==> src/rtl/src_wave_sequencer.sv <==
`default_nettype none
// ============================================================================
// Module  : src_wave_sequencer
// Brief   : Delay/rise/high/fall/low phase sequencer for pulse and rect
//           sources, with a shadow configuration applied at period wrap.
// Rev     : 1.0  initial release
// ============================================================================
module src_wave_sequencer #(
  parameter int CNT_W = 16,
  parameter int LVL_W = 12
) (
  input  logic             clk,
  input  logic             rst_n,
  input  logic             start,
  input  logic             stop,
  input  logic             cfg_load,
  input  logic             cfg_rect,
  input  logic [CNT_W-1:0] cfg_td,
  input  logic [CNT_W-1:0] cfg_tr,
  input  logic [CNT_W-1:0] cfg_th,
  input  logic [CNT_W-1:0] cfg_tf,
  input  logic [CNT_W-1:0] cfg_tl,
  input  logic [LVL_W-1:0] cfg_level,
  output logic [LVL_W-1:0] level_out,
  output logic [2:0]       phase,
  output logic             busy,
  output logic             period_tick,
  output logic             done,
  output logic             err
);

  typedef enum logic [2:0] {
    S_IDLE  = 3'd0,
    S_DELAY = 3'd1,
    S_RISE  = 3'd2,
    S_HIGH  = 3'd3,
    S_FALL  = 3'd4,
    S_LOW   = 3'd5
  } state_t;

  localparam int               SUM_W     = CNT_W + 2;
  localparam logic [CNT_W-1:0] C_CNT_ONE = CNT_W'(1);

  state_t           r_state;
  state_t           w_nxt_state;
  state_t           w_seq;
  logic [CNT_W-1:0] r_cnt;
  logic [CNT_W-1:0] w_nxt_cnt;
  logic [LVL_W-1:0] r_level_out;
  logic [LVL_W-1:0] w_nxt_level;
  logic             r_tick;
  logic             r_done;
  logic             r_err;
  logic             w_tick;
  logic             w_done;
  logic             w_err;
  logic             w_accept;
  logic             w_wrap;
  logic             w_take_pnd;
  logic             w_enter;

  logic             r_act_rect;
  logic [CNT_W-1:0] r_act_tr;
  logic [CNT_W-1:0] r_act_th;
  logic [CNT_W-1:0] r_act_tf;
  logic [CNT_W-1:0] r_act_tl;
  logic [LVL_W-1:0] r_act_level;

  logic             r_pnd_vld;
  logic             r_pnd_rect;
  logic [CNT_W-1:0] r_pnd_tr;
  logic [CNT_W-1:0] r_pnd_th;
  logic [CNT_W-1:0] r_pnd_tf;
  logic [CNT_W-1:0] r_pnd_tl;
  logic [LVL_W-1:0] r_pnd_level;

  logic [CNT_W-1:0] w_src_td;
  logic [CNT_W-1:0] w_src_tr;
  logic [CNT_W-1:0] w_src_th;
  logic [CNT_W-1:0] w_src_tf;
  logic [CNT_W-1:0] w_src_tl;
  logic [LVL_W-1:0] w_src_level;
  logic [SUM_W-1:0] w_cfg_sum;
  logic [SUM_W-1:0] w_pnd_sum;

  function automatic logic [SUM_W-1:0] f_sum(
    input logic [CNT_W-1:0] a,
    input logic [CNT_W-1:0] b,
    input logic [CNT_W-1:0] c,
    input logic [CNT_W-1:0] d
  );
    return SUM_W'(a) + SUM_W'(b) + SUM_W'(c) + SUM_W'(d);
  endfunction

  // First phase at or after 'from' (within RISE..LOW) whose duration is non-zero.
  function automatic state_t f_first_nz(
    input logic [2:0]       from,
    input logic [CNT_W-1:0] tr,
    input logic [CNT_W-1:0] th,
    input logic [CNT_W-1:0] tf,
    input logic [CNT_W-1:0] tl,
    input logic             incl_low
  );
    state_t res;
    res = S_IDLE;
    if (incl_low && (from <= 3'd5) && (tl != '0)) res = S_LOW;
    if ((from <= 3'd4) && (tf != '0)) res = S_FALL;
    if ((from <= 3'd3) && (th != '0)) res = S_HIGH;
    if ((from <= 3'd2) && (tr != '0)) res = S_RISE;
    return res;
  endfunction

  function automatic logic [CNT_W-1:0] f_dur(
    input state_t           s,
    input logic [CNT_W-1:0] td,
    input logic [CNT_W-1:0] tr,
    input logic [CNT_W-1:0] th,
    input logic [CNT_W-1:0] tf,
    input logic [CNT_W-1:0] tl
  );
    logic [CNT_W-1:0] res;
    case (s)
      S_DELAY: res = td;
      S_RISE:  res = tr;
      S_HIGH:  res = th;
      S_FALL:  res = tf;
      S_LOW:   res = tl;
      default: res = '0;
    endcase
    return res;
  endfunction

  function automatic logic [LVL_W-1:0] f_level(
    input state_t           s,
    input logic [LVL_W-1:0] lvl
  );
    logic [LVL_W-1:0] res;
    case (s)
      S_HIGH:         res = lvl;
      S_RISE, S_FALL: res = lvl >> 1;
      default:        res = '0;
    endcase
    return res;
  endfunction

  assign w_cfg_sum = f_sum(cfg_tr, cfg_th, cfg_tf, cfg_tl);
  assign w_pnd_sum = f_sum(r_pnd_tr, r_pnd_th, r_pnd_tf, r_pnd_tl);

  always_comb begin
    w_nxt_state = r_state;
    w_nxt_cnt   = r_cnt;
    w_seq       = S_IDLE;
    w_tick      = 1'b0;
    w_done      = 1'b0;
    w_err       = 1'b0;
    w_accept    = 1'b0;
    w_wrap      = 1'b0;
    w_take_pnd  = 1'b0;
    w_enter     = 1'b0;
    w_src_td    = '0;
    w_src_tr    = r_act_tr;
    w_src_th    = r_act_th;
    w_src_tf    = r_act_tf;
    w_src_tl    = r_act_tl;
    w_src_level = r_act_level;

    if (r_state == S_IDLE) begin
      if (start) begin
        if (w_cfg_sum == '0) begin
          w_err = 1'b1;
        end else begin
          w_accept    = 1'b1;
          w_enter     = 1'b1;
          w_src_td    = cfg_td;
          w_src_tr    = cfg_tr;
          w_src_th    = cfg_th;
          w_src_tf    = cfg_tf;
          w_src_tl    = cfg_tl;
          w_src_level = cfg_level;
          w_nxt_state = (cfg_td != '0) ? S_DELAY
                                       : f_first_nz(3'd2, cfg_tr, cfg_th, cfg_tf, cfg_tl, 1'b1);
          w_tick      = (w_nxt_state != S_DELAY);
        end
      end
    end else if (stop) begin
      w_nxt_state = S_IDLE;
      w_done      = 1'b1;
    end else if (r_cnt != '0) begin
      w_nxt_cnt = r_cnt - C_CNT_ONE;
    end else begin
      // Single-shot runs exclude LOW from the search, so they fall through to IDLE after FALL.
      w_seq = f_first_nz(3'(r_state) + 3'd1, r_act_tr, r_act_th, r_act_tf, r_act_tl, r_act_rect);
      if ((w_seq == S_IDLE) && r_act_rect) begin
        w_wrap     = 1'b1;
        w_take_pnd = r_pnd_vld && (w_pnd_sum != '0);
        if (w_take_pnd) begin
          w_src_tr    = r_pnd_tr;
          w_src_th    = r_pnd_th;
          w_src_tf    = r_pnd_tf;
          w_src_tl    = r_pnd_tl;
          w_src_level = r_pnd_level;
        end
        w_nxt_state = f_first_nz(3'd2, w_src_tr, w_src_th, w_src_tf, w_src_tl, 1'b1);
        w_tick      = 1'b1;
        w_enter     = 1'b1;
      end else begin
        w_nxt_state = w_seq;
        w_done      = (w_seq == S_IDLE);
        w_tick      = (r_state == S_DELAY) && (w_seq != S_IDLE);
        w_enter     = (w_seq != S_IDLE);
      end
    end

    if (w_enter) begin
      w_nxt_cnt = f_dur(w_nxt_state, w_src_td, w_src_tr, w_src_th, w_src_tf, w_src_tl) - C_CNT_ONE;
    end else if (w_nxt_state == S_IDLE) begin
      w_nxt_cnt = '0;
    end

    w_nxt_level = f_level(w_nxt_state, w_src_level);
  end

  always_ff @(posedge clk or negedge rst_n) begin
    if (!rst_n) begin
      r_state     <= S_IDLE;
      r_cnt       <= '0;
      r_level_out <= '0;
      r_tick      <= 1'b0;
      r_done      <= 1'b0;
      r_err       <= 1'b0;
      r_act_rect  <= 1'b0;
      r_act_tr    <= '0;
      r_act_th    <= '0;
      r_act_tf    <= '0;
      r_act_tl    <= '0;
      r_act_level <= '0;
      r_pnd_vld   <= 1'b0;
      r_pnd_rect  <= 1'b0;
      r_pnd_tr    <= '0;
      r_pnd_th    <= '0;
      r_pnd_tf    <= '0;
      r_pnd_tl    <= '0;
      r_pnd_level <= '0;
    end else begin
      r_state     <= w_nxt_state;
      r_cnt       <= w_nxt_cnt;
      r_level_out <= w_nxt_level;
      r_tick      <= w_tick;
      r_done      <= w_done;
      r_err       <= w_err;

      if (w_accept) begin
        r_act_rect  <= cfg_rect;
        r_act_tr    <= cfg_tr;
        r_act_th    <= cfg_th;
        r_act_tf    <= cfg_tf;
        r_act_tl    <= cfg_tl;
        r_act_level <= cfg_level;
      end else if (w_take_pnd) begin
        r_act_rect  <= r_pnd_rect;
        r_act_tr    <= r_pnd_tr;
        r_act_th    <= r_pnd_th;
        r_act_tf    <= r_pnd_tf;
        r_act_tl    <= r_pnd_tl;
        r_act_level <= r_pnd_level;
      end

      // A load sampled on the wrap edge survives the clear and waits for the next wrap.
      if (w_nxt_state == S_IDLE) begin
        r_pnd_vld <= 1'b0;
      end else if (cfg_load && (r_state != S_IDLE)) begin
        r_pnd_vld   <= 1'b1;
        r_pnd_rect  <= cfg_rect;
        r_pnd_tr    <= cfg_tr;
        r_pnd_th    <= cfg_th;
        r_pnd_tf    <= cfg_tf;
        r_pnd_tl    <= cfg_tl;
        r_pnd_level <= cfg_level;
      end else if (w_wrap) begin
        r_pnd_vld <= 1'b0;
      end
    end
  end

  assign level_out   = r_level_out;
  assign phase       = r_state;
  assign busy        = (r_state != S_IDLE);
  assign period_tick = r_tick;
  assign done        = r_done;
  assign err         = r_err;

endmodule
`default_nettype wire

==> config.mk <==
export PLATFORM = sky130hd
export DESIGN_NAME = src_wave_sequencer
export DESIGN_NICKNAME = d
export VERILOG_FILES = /design/src/rtl/src_wave_sequencer.sv
export SDC_FILE = /design/constraint.sdc
export NUM_CORES = 1
export LEC_CHECK = 0
export CAP_MARGIN = 20
export CORE_ASPECT_RATIO = 1.2
export CORE_MARGIN = 5
export CORE_UTILIZATION = 54
export DETAILED_ROUTE_END_ITERATION = 16
export PLACE_DENSITY_LB_ADDON = 0.08
export SLEW_MARGIN = 20
export SYNTH_ARGS = -nofsm -noshare
export SYNTH_HDL_FRONTEND = slang
export SYNTH_SLANG_ARGS = --single-unit
export TNS_END_PERCENT = 100
==> constraint.sdc <==
create_clock -name clk -period 7.3 [get_ports clk]
set_clock_uncertainty 0.05 [all_clocks]
set_input_delay 1.095 -clock clk [delete_from_list [all_inputs] [get_ports clk]]
set_output_delay 1.095 -clock clk [all_outputs]
set_load 0.05 [all_outputs]
# --- After elaboration in Yosys (flattened, before gate mapping) ---
# Cells that the tools add are included.
# Widths: inputs -> output; s select.
word_totals:
  reg_bits: 189
  out_inout_bits: 19
op_classes:
  n_addsub: 9
  n_lt_le_gt_ge: 4
  eq_ne: 9
  n_mux: 130
  bitwise: 1
  reduce_logical: 36
ops:
  columns: ["operator", "n"]
  rows:
  - ["$mux 16", 61]
  - ["$reduce_bool 16->1", 14]
  - ["$mux 12", 9]
  - ["$pmux 16 s5", 1]
  - ["$mux 3", 25]
  - ["$add 17x16->18", 2]
  - ["$add 18x16->18", 2]
  - ["$add 16x16->17", 2]
  - ["$mux 1", 33]
  - ["$sub 16x1->16 const B", 2]
  - ["$pmux 12 s2", 1]
  - ["$logic_not 18->1", 1]
  - ["$reduce_bool 18->1", 1]
  - ["$reduce_bool 3->1", 4]
  - ["$logic_and 1x1->1", 9]
  - ["$logic_not 3->1", 3]
  - ["$eq 3x1->1 const B", 2]
  - ["$eq 3x2->1 const B", 2]
  - ["$eq 3x3->1 const B", 2]
  - ["$le 3x2->1 const B", 2]
  - ["$le 3x3->1 const B", 2]
  - ["$ne 3x1->1 const B", 2]
  - ["$add 3x1->3 const B", 1]
  - ["$ne 3x2->1 const B", 1]
  - ["other kinds (5)", 5]

# --- Longest topological paths before layout ---
depth:
  word_depth: 31
  depth_mapped: 25
  mapped_depth_nobuf: 24

# --- Worst setup path before layout ---
# Ideal clock, no wire load.
synth_path:
  path_kind: "input-to-reg"
  startpoint: "in cfg_tr[1]"
  endpoint: "reg r_cnt[15]"
  setup_ns: 0.095
  t_arrival_ns: 6.624
  t_required_ns: 7.155
  path_slack_ns: 0.530
  stages: 20
  path_cell_list: "fa_1 -> fa_1 -> ha_1 -> fa_1 -> a211oi_1 -> o21ai_0 -> a311o_1 -> a211oi_1 -> nand4_1 -> a211oi_1 -> nand2_1 -> or4b_1 -> and2_1 -> buf_6 -> inv_2 -> mux2_2 -> a221o_1 -> or2_1 -> o31a_1 -> o31ai_1"
synth_between:
  elab_chain_cells: 14
  elab_cells_between_ends: 46
  classes_between: "add/sub: 4; eq/ne: 7; mux: 30; reduce/logical: 5"
synth_lines:
  columns: ["item", "line_no", "source"]
  rows:
  - ["from (decl)", "19", "input logic [CNT_W-1:0] cfg_tr,"]
  - ["branches (longest 6 deep; another with $add 17x16->18)", null, null]
  - ["$mux 3 (*)", "169", "if (w_cfg_sum == '0) begin"]
  - ["$mux 3 (*)", "168", "if (start) begin"]
  - ["$mux 3 (*)", "167", "if (r_state == S_IDLE) begin"]
  - ["via w_nxt_state[0]", "45", "state_t w_nxt_state;"]
  - ["$eq 3x3->1, or another cell as far along", "122", "case (s)"]
  - ["$pmux 16 s5", "122", null]
  - ["$mux 16", "214", "if (w_enter) begin"]
  - ["$sub 16x1->16", "215", "w_nxt_cnt = f_dur(w_nxt_state, w_src_td, w_src_tr, w_src_th, w_src_tf, w_src_tl) - C_CNT_ONE;"]
  - ["$mux 16", "214", null]
  - ["to (signal assigned)", "246", "r_cnt <= w_nxt_cnt;"]
  - ["to (decl)", "47", "logic [CNT_W-1:0] r_cnt;"]
# Mark *: on every way through the listed nets, which the timed path passes. The select of a mux whose other input is x is not followed.
# A chain may end at the register's enable or synchronous reset.

# --- Final worst setup path ---
layout_path:
  startpoint: "in cfg_tr[1]"
  endpoint: "reg r_cnt[12]"
layout_between:
  elab_chain_cells: 14
  elab_cells_between_ends: 46
  classes_between: "add/sub: 4; eq/ne: 7; mux: 30; reduce/logical: 5"
layout_lines:
  columns: ["item"]
  rows:
  - ["branches (longest 14 deep; another with $add 17x16->18)"]
# Parallel ways; which one is timed is not known. The select of a mux whose other input is x is not followed.

==> impl_metrics.ini <==
[critical_path]
start_kind = input pin
critPathSlowestCell = fa_1
critPathMaxStageDelay_ps = 570
cp_max_fo = 14
worstPathRequired_ps = 7570
cp.arrival_ps = 7280
r2r_slack_ps = 440
path_class = in2reg
crit_path_end_kind = flop
path_cells = clkdlybuf4s50_1, fa_1, fa_1, ha_1, fa_1, a211oi_2, o21ai_0, a311o_1, a211oi_2, nand4_1, a211oi_2, nand2_1, or4b_1, and2_2, buf_4, mux2_2, a21oi_1, ha_1, inv_1, nor3b_2, nor4b_2, xnor2_1, o221ai_1

[grt]
grt_pass1_wl_microns = 66200
antenna_found_initial = 0
grt_usage = 0.326
grt_max_degree = 96
overflow = 0
grt_pass1_vias = 11900

[yosys]
synthArstFlopShare = 1.00
synth_top_cells_by_area = dfrtp_1, fa_1, mux2_2, ha_1, o22a_1
syn_area_per_cell_sq_um = 10.3
ys.flop_type = dfrtp_1
synthTopCellsByCount = dfrtp_1, nor2_1, mux2_2, nor4_1, fa_1
yosys_register_bits = 189
netlist_instances = 1237
syn_nets = 1440
yosysMostFrequentCell = dfrtp_1
yosysWarnings = 0
ys_types = 86
synth_top_area_share = 0.373
yosysSeqAreaShare = 0.373
yosys.area.top_type = dfrtp_1
netlist_area_sq_um = 12700
synth_edf_count = 0

[floorplan]
rows = 61
coreArea_sq_um = 23200
io_pins = 117
die_x_microns = 150
die_y_microns = 178
dieArea_sq_um = 26700
initial_utilization = 0.547

[cts]
cts_tree = built
ctsHtreeMaxLevel = 4
clk_latency_ps = 450
clkSinkCount = 189
clk_pin_slew_worst_paths_ps = 90
cts-buffers-inserted = 17
clock_path_buffers = 2
cts-root-buf = clkbuf_16
cts_hold_buf = 0

[cells_and_area]
final.fill_count = 1844
diodes = 0
final_layout_size_suffix_gt1_frac = 0.199
syn_to_final_growth_pct = 25.9
final_nets = 1682
final_cells = 1807

[sta]
maxSlewViolCount = 0
fin_crit_ps = 7010
max-slew-margin-rel = 0.471
finalHoldViolCount = 0
setup_viol = 0
max_freq_ghz = 0.143
worst_pin_slew_ps = 786
rsz0062_at_grt = false
fin_crit_sh = 0.961
finalSetupTns_ps = 0

[detailed_routing]
ant_nets = 0
wire_per_inst_microns = 23.8
dr.pass1.iters = 7
drc = 0
dr.first_iter.drc_count = 1048
vias = 11600
routed_via_density = 6.41
routed_wl_microns = 43000

[place]
port-buffer-count = 116
globalplace.congestion = 0.966
hpwlAfterDp_microns = 34700
dp.cells = 1775

[worst_hold_path]
hold_path_class = reg2reg

[status]
status = finished, final reports clean

[flow_run]
drv_cap = 0
[repair_timing]
item                                    CTS  global route
setup buffers                             0             0
resized for setup                         0             6
endpoints found under the setup margin    0            13
[cell type report]
class,count,area [sq um],share of cell area
multi-input combinational,940,7570,0.474
sequential,189,4730,0.296
timing repair buffer,271,2390,0.150
clock buffer,17,425,0.0266
tap,315,394,0.0247
clock inverter,15,235,0.0147
inverter,60,225,0.0141
[worst max-delay path: cells and delay by family]
family / cells / cell delay, ps
mux: 1 / 290
compound gates: 7 / 1610
xor+xnor: 1 / 160
simple gates: 6 / 1500
fa+ha+maj: 5 / 1870
buf+inv: 3 / 750
[sequential cells by signal, summed over array words and instances (netlist names), 3 cells and up]
| name | count |
|---|---|
| r_act_tr | 16 |
| r_pnd_th | 16 |
| r_pnd_tr | 16 |
| r_act_tf | 16 |
| r_act_tl | 16 |
| level_out | 12 |
| r_pnd_level | 12 |
| r_cnt | 16 |
| r_act_level | 12 |
| r_pnd_tf | 16 |
| phase | 3 |
| r_act_th | 16 |
| r_pnd_tl | 16 |
[metrics by stage]
step / utilization / hold slack, ps / worst slack, ps / area, sq um
after floorplan: - / 413 / 530 / 12700
after global placement: 0.659 / 430 / -229 / 15300
after detailed placement: 0.659 / 440 / -381 / 15300
after CTS: 0.687 / 462 / 56.9 / 15900
after global routing: 0.688 / 486 / 21.5 / 16000
final: 0.688 / 458 / 286 / 16000
[cells in the final DEF (no fill, tap or decap), types with 12 or more instances in the layout]
| cell type | synthesis | layout |
|---|---|---|
| dfrtp_1 | 189 | 189 |
| buf_4 | 0 | 150 |
| clkdlybuf4s50_1 | 0 | 115 |
| nor2_1 | 97 | 97 |
| mux2_2 | 76 | 76 |
| nor4_1 | 66 | 66 |
| fa_1 | 64 | 64 |
| inv_1 | 59 | 59 |
| o21ai_0 | 60 | 59 |
| nand2_1 | 57 | 55 |
| o22a_1 | 48 | 48 |
| o21a_1 | 44 | 44 |
| a21oi_1 | 41 | 41 |
| ha_1 | 41 | 41 |
| o22ai_1 | 39 | 39 |
| nor3_1 | 23 | 23 |
| nand3_1 | 23 | 23 |
| a21o_1 | 17 | 17 |
| nand4_1 | 17 | 17 |
| clkbuf_16 | 0 | 17 |
| a211oi_1 | 15 | 12 |
[final timing paths]
check / cells past startpoint / to / from
max: 23 / r_cnt[12] / cfg_tr[1]
min: 2 / r_act_level[0] / r_act_level[0]
max reg2reg: 23 / r_cnt[12] / r_pnd_tr[0]
min reg2reg: 2 / r_act_level[0] / r_act_level[0]
max in group asynchronous: 3 / r_pnd_th[5] / rst_n
min in group asynchronous: 1 / level_out[3] / rst_n
[cell families after synthesis]
group / share of synthesized area
mux: 0.0774
simple gates: 0.151
buf+inv: 0.0343
fa+ha+maj: 0.141
flops: 0.373
xor+xnor: 0.0117
compound gates: 0.212
[layer usage]
layer | vias to the layer above | track usage | wire, microns
met3 | 122 | 0.0549 | 2900
met5 | - | 0 | 0
met4 | 0 | 0.153 | 2270
li1 | 5201 | - | -
met1 | 5726 | 0.412 | 17000
met2 | 529 | 0.548 | 20900
Power is left out: the tool's default activity adds up to more than one toggle a clock period on the data nets, which glitch-free logic cannot reach.
